`config.mk`:
```
export PLATFORM = sky130hd
export DESIGN_NAME = id_hazard_ctrl
export DESIGN_NICKNAME = d
export VERILOG_FILES = /design/src/rtl/id_hazard_ctrl_pkg.sv /design/src/rtl/id_hazard_ctrl_hazard_match.sv /design/src/rtl/id_hazard_ctrl.sv
export SDC_FILE = /design/constraint.sdc
export NUM_CORES = 1
export LEC_CHECK = 0
export BUFFER_PORTS_ARGS = -buffer_cell sky130_fd_sc_hd__buf_2
export CAP_MARGIN = 20
export CORE_AREA = 2 2 69 71
export CTS_BUF_LIST = sky130_fd_sc_hd__clkbuf_2
export DETAILED_ROUTE_END_ITERATION = 10
export DIE_AREA = 0 0 71 73
export PLACE_DENSITY = 0.85
export SYNTH_ARGS = -nofsm -noshare
export SYNTH_HDL_FRONTEND = slang
export SYNTH_SLANG_ARGS = --single-unit
export TNS_END_PERCENT = 5
```
`constraint.sdc`:
```
create_clock -name clk -period 4.3 [get_ports clk]
set_input_delay 0.215 -clock clk [delete_from_list [all_inputs] [get_ports clk]]
set_output_delay 0.215 -clock clk [all_outputs]
set_load 0.05 [all_outputs]
```
`src/rtl/id_hazard_ctrl_pkg.sv`:
```
// Shared types and constants for the ID-stage hazard/forwarding controller.
package id_hazard_ctrl_pkg;

  localparam int unsigned REG_W = 5;
  localparam int unsigned FWD_W = 2;

  localparam logic [FWD_W-1:0] FWD_NONE = 2'b00;
  localparam logic [FWD_W-1:0] FWD_EX   = 2'b01;
  localparam logic [FWD_W-1:0] FWD_MEM  = 2'b10;

  localparam logic [REG_W-1:0] REG_ZERO = 5'd0;

  typedef enum logic [0:0] {
    ST_RUN      = 1'b0,
    ST_MEM_WAIT = 1'b1
  } state_e;

  // Shadow of one downstream pipeline stage.
  typedef struct packed {
    logic             valid;
    logic [REG_W-1:0] rd;
    logic             wr;
    logic             load;
  } stage_t;

  localparam stage_t STAGE_BUBBLE = '{valid: 1'b0, rd: REG_ZERO, wr: 1'b0, load: 1'b0};

  // True when the stage will write a non-zero register equal to r.
  function automatic logic writes_reg(stage_t s, logic [REG_W-1:0] r);
    return s.valid & s.wr & (s.rd != REG_ZERO) & (s.rd == r);
  endfunction

endpackage

```
`src/rtl/id_hazard_ctrl_hazard_match.sv`:
```
// Compares one ID source operand against the EX and MEM shadow stages.
module hazard_match
  import id_hazard_ctrl_pkg::*;
(
  input  logic             id_valid,
  input  logic             use_rs,
  input  logic [REG_W-1:0] rs,
  input  stage_t           ex,
  input  stage_t           mem,
  output logic             ex_hit,
  output logic             ex_load_hit,
  output logic             mem_hit
);

  logic reads_c;

  assign reads_c     = id_valid & use_rs;
  assign ex_hit      = reads_c & writes_reg(ex, rs);
  assign ex_load_hit = ex_hit & ex.load;
  assign mem_hit     = reads_c & writes_reg(mem, rs);

endmodule

```
`src/rtl/id_hazard_ctrl.sv`:
```
// ID-stage hazard controller: operand forwarding selects, load-use stall,
// data-memory wait freeze, branch flush and a saturating stall counter.
module id_hazard_ctrl
  import id_hazard_ctrl_pkg::*;
#(
  parameter int unsigned XLEN_CNT = 32
) (
  input  logic                clk,
  input  logic                rst_n,
  input  logic                id_valid,
  input  logic [REG_W-1:0]    id_rs1,
  input  logic [REG_W-1:0]    id_rs2,
  input  logic                id_use_rs1,
  input  logic                id_use_rs2,
  input  logic [REG_W-1:0]    id_rd,
  input  logic                id_reg_write,
  input  logic                id_is_load,
  input  logic                branch_taken_ex,
  input  logic                mem_ready,
  output logic [FWD_W-1:0]    forward_data1,
  output logic [FWD_W-1:0]    forward_data2,
  output logic                stall_if,
  output logic                stall_id,
  output logic                freeze,
  output logic                flush_id,
  output logic [XLEN_CNT-1:0] stall_cycles
);

  stage_t              ex_q, ex_d;
  stage_t              mem_q, mem_d;
  state_e              state_q, state_d;
  logic [XLEN_CNT-1:0] stall_cycles_q, stall_cycles_d;

  logic ex_hit1, ex_load_hit1, mem_hit1;
  logic ex_hit2, ex_load_hit2, mem_hit2;
  logic freeze_c, flush_c, stall_id_c, stall_if_c;
  logic [FWD_W-1:0] fwd1_c, fwd2_c;

  hazard_match u_match_rs1 (
    .id_valid    (id_valid),
    .use_rs      (id_use_rs1),
    .rs          (id_rs1),
    .ex          (ex_q),
    .mem         (mem_q),
    .ex_hit      (ex_hit1),
    .ex_load_hit (ex_load_hit1),
    .mem_hit     (mem_hit1)
  );

  hazard_match u_match_rs2 (
    .id_valid    (id_valid),
    .use_rs      (id_use_rs2),
    .rs          (id_rs2),
    .ex          (ex_q),
    .mem         (mem_q),
    .ex_hit      (ex_hit2),
    .ex_load_hit (ex_load_hit2),
    .mem_hit     (mem_hit2)
  );

  // An EX producer always shadows MEM; a pending load forces the regfile path.
  function automatic logic [FWD_W-1:0] fwd_sel(logic ex_hit, logic ex_load_hit, logic mem_hit);
    if (ex_hit)       return ex_load_hit ? FWD_NONE : FWD_EX;
    else if (mem_hit) return FWD_MEM;
    else              return FWD_NONE;
  endfunction

  always_comb begin
    fwd1_c         = fwd_sel(ex_hit1, ex_load_hit1, mem_hit1);
    fwd2_c         = fwd_sel(ex_hit2, ex_load_hit2, mem_hit2);
    freeze_c       = mem_q.valid & mem_q.load & ~mem_ready;
    flush_c        = branch_taken_ex & ~freeze_c;
    stall_id_c     = (ex_load_hit1 | ex_load_hit2) & ~freeze_c & ~flush_c;
    stall_if_c     = freeze_c | stall_id_c;
    state_d        = state_q;
    ex_d           = ex_q;
    mem_d          = mem_q;
    stall_cycles_d = stall_cycles_q;

    unique case (state_q)
      ST_RUN:      if (freeze_c)  state_d = ST_MEM_WAIT;
      ST_MEM_WAIT: if (mem_ready) state_d = ST_RUN;
      default:                    state_d = ST_RUN;
    endcase

    // A frozen pipeline holds every shadow; otherwise advance one stage.
    if (!freeze_c) begin
      mem_d = ex_q;
      if (stall_id_c || flush_c) begin
        ex_d = STAGE_BUBBLE;
      end else begin
        ex_d.valid = id_valid;
        ex_d.rd    = id_rd;
        ex_d.wr    = id_reg_write;
        ex_d.load  = id_is_load;
      end
    end

    if ((freeze_c || stall_id_c) && (stall_cycles_q != '1)) begin
      stall_cycles_d = stall_cycles_q + XLEN_CNT'(1);
    end
  end

  always_ff @(posedge clk or negedge rst_n) begin
    if (!rst_n) begin
      state_q        <= ST_RUN;
      ex_q           <= STAGE_BUBBLE;
      mem_q          <= STAGE_BUBBLE;
      stall_cycles_q <= '0;
    end else begin
      state_q        <= state_d;
      ex_q           <= ex_d;
      mem_q          <= mem_d;
      stall_cycles_q <= stall_cycles_d;
    end
  end

  assign forward_data1 = fwd1_c;
  assign forward_data2 = fwd2_c;
  assign freeze        = freeze_c;
  assign flush_id      = flush_c;
  assign stall_id      = stall_id_c;
  assign stall_if      = stall_if_c;
  assign stall_cycles  = stall_cycles_q;

endmodule

```
==> impl_metrics.ini <==
[setup_path]
crit_arrival_ns = 2.47
crit_chain = or4_1, o211ai_2, or2_1, o21a_4, inv_4, buf_2
criticalPathCategory = reg2out
worst_path_max_delay_cell = or4_1
path_max_fanout = 19
reg2reg_to = stall_cycles[1]
cp.required_ns = 4.09
r2r-start = ex_q[2]
r2r_slack_ns = 1.92
end_kind = output port
reg2reg_depth = 7
cp_slowest_stage_delay_ns = 0.56
critPathLaunchType = flip-flop

[yosys]
synth_seq_cells = 48
synth.avg_cell_area_um2 = 10.93
yosysTopAreaCell = dfrtp_1
syn_area_um2 = 2535
synthTopCellsByCount = 48 x dfrtp_1, 29 x xnor2_1, 19 x nand4_1, 19 x xor2_1, 15 x nor3_1
synth_edf_count = 0
synth_area_leaders = dfrtp_1 47%, xnor2_1 10%, xor2_1 6.6%, nand4_1 4.7%, mux2_2 3.1%
yosysSeqAreaShare_pct = 47.38
yosysMostFrequentCell = dfrtp_1
yosysTopAreaCellShare_pct = 47.38
syn-num-nets = 257
syn_inst = 232
async_reset_ff_share_pct = 100.0
synth_cell_types = 39
yosys_warnings = 0
synth-main-ff-cell = dfrtp_1

[power]
swShare_pct = 31.45
p_per_area_nw_per_um2 = 307.3
total_power_uw = 931.2
clkPwrFrac_pct = 24.4
pwr-share-comb_pct = 20.5
switchingPower_uw = 292.8
p_leak_uw = 0.001447
seqPwrFrac_pct = 55.2
power.internal_uw = 638.4
ir_worst_vdd_v = 0.0002246

[floorplanning]
die_w_um = 71
dieArea_um2 = 5183
rows = 25
die_y_um = 73
pin_count = 64
start_util_pct = 55.89
core_area_um2 = 4536

[cells_and_area]
nFillCells = 350
area_growth_pct = 19.55
multiInputGateArea_um2 = 1276
seq_area_um2 = 1201
antenna_cells = 0
drive_above_1_share_pct = 30.36
fin_nets = 329

[clock_tree]
cts_buffer_depth = 2
clock-root-buffer = clkbuf_2
clk_latency_ns = 0.41
htreeDepth = 2
cts_tree = yes
clock_sinks = 48
postCtsSetupBuffers = 0
clk_pin_slew_ns = 0.21
cts_buffers = 5

[grt]
grt_pass1_vias = 1942
grt_max_degree = 49
grt_use_total_pct = 22.77
grt_pass1_wl_um = 9328
gr-total-overflow = 0
antenna_found_initial = 0

[worst_hold_path]
hold_path_end = ex_q[1]
holdCritStartpoint = id_reg_write
hold_path_class = in2reg
hold_depth = 2

[routing]
wl_per_cell_um = 15.60
ant_nets = 0
vias = 2068
met1_length_um = 2475
firstDrtPassIters = 4
top_layer_used = met4
viasPerCell = 5.793
route.detailed.drc = 0
wl_met3_um = 364
finalWirelength_um = 5570
wl_met2_um = 2643
drtIter0Drc = 132

[sta]
clock.fmax_mhz = 372.4
fin_tns_setup_ns = 0
period_share_pct = 62.44
skew_ns = 0.01959
worst_pin_slew_ns = 0.9107
slew_viol_final = 0
finalHoldViolCount = 0
setup_viol_count_final = 0
maxSlewHeadroom_pct = 38.82
min_period_ns = 2.685
rsz0062_at_grt = no

[flow_run]
maxCapViolCount = 0

[place]
hpwl_um = 4059
portBuffers = 63
globalplace.congestion = 0.8632

[outcome]
outcome = complete, no violations
-- logic make-up after synthesis --
kind of cell | Yosys count | synth area share [%]
buf+inv | 11 | 2.271
fa+ha+maj | 1 | 0.4935
xor+xnor | 50 | 17.87
mux | 7 | 3.110
simple gates | 100 | 23.59
flops | 48 | 47.38
compound gates | 15 | 5.281
-- power by group through the flow --
stage	registers [µW]	logic (µW)	clock network, µW
detailed placement	523	184	0
finish	514	191	227
global placement	520	181	0
floorplan	578	65.4	0
global route	519	206	248
CTS	514	188	232
-- layer usage --
metal,global-route usage [%],up-vias
met5,0,-
met4,8.386,0
met3,5.249,10
met2,35.51,84
met1,31.33,991
li1,-,983
-- flip-flops by register name (all words and copies together) (netlist names) --
| name | count |
|---|---|
| mem_q | 8 |
| ex_q | 8 |
| stall_cycles | 32 |
-- layout make-up --
| cell class | instances | area share [%] |
|---|---|---|
| Clock buffer | 5 | 0.8258 |
| Clock inverter | 1 | 0.9909 |
| Inverter | 4 | 0.5780 |
| Multi-Input combinational cell | 173 | 42.11 |
| Sequential cell | 48 | 39.64 |
| Tap cell | 54 | 2.230 |
| Timing Repair Buffer | 72 | 13.63 |
-- worst max-delay path by stage --
| stage | start | end | slack [ns] | cells after the start |
|---|---|---|---|---|
| 5_1_grt | ex_q[2] | stall_if | 1.42 | 6 |
| 6_report | ex_q[2] | stall_if | 1.61 | 6 |
| 4_1_cts | ex_q[2] | stall_if | 1.59 | 6 |
| 2_1_floorplan | ex_q[2] | forward_data2[1] | 1.72 | 4 |
| 3_3_place_gp | ex_q[2] | stall_cycles[1] | 2.04 | 7 |
| 3_5_place_dp | ex_q[2] | stall_cycles[1] | 1.95 | 7 |
-- placed cells by master (no fill, tap or decap), types with 2 or more instances in the layout --
cell / instances
nand2b_1: 2
or2_2: 3
buf_2: 63
nor2_1: 7
a22o_1: 7
and3_1: 12
dlygate4sd3_1: 7
xnor2_2: 2
nor4_1: 5
clkbuf_2: 5
nand4_1: 19
inv_1: 3
or4_4: 2
mux2_2: 7
nand2_1: 8
nor3_1: 15
nand3_1: 14
or4_1: 2
nor3_4: 2
dfrtp_1: 48
xor2_1: 19
and4_1: 4
xnor2_1: 29
-- metrics by stage --
| step | area (µm²) | hold WS [ns] | worst slack (ns) | util [%] | cells |
|---|---|---|---|---|---|
| final | 3030 | 0.03145 | 1.615 | 66.81 | 357 |
| after global routing | 3030 | 0.0006407 | 1.417 | 66.81 | 357 |
| after CTS | 2990 | 0.004991 | 1.587 | 65.93 | 354 |
| after detailed placement | 2885 | 0.4389 | 1.949 | 63.61 | 343 |
| after global placement | 2885 | 0.4338 | 2.045 | 63.61 | 343 |
| after floorplan | 2535 | -0.08059 | 1.717 | - | 232 |
-- critical path: cells and delay by family, from the launching register on --
kind,cells,cell delay (ns)
and+or+nand+nor,2,0.72
DFF,1,0.48
buffers and inverters,2,0.36
AOI/OAI and AO/OA,2,0.49
-- what timing repair did --
item | in CTS | in global routing
resized for setup | 0 | 0
hold endpoints to repair | 52 | 2
hold buffers | 5 | 2
(Power assumes the default switching activity.)
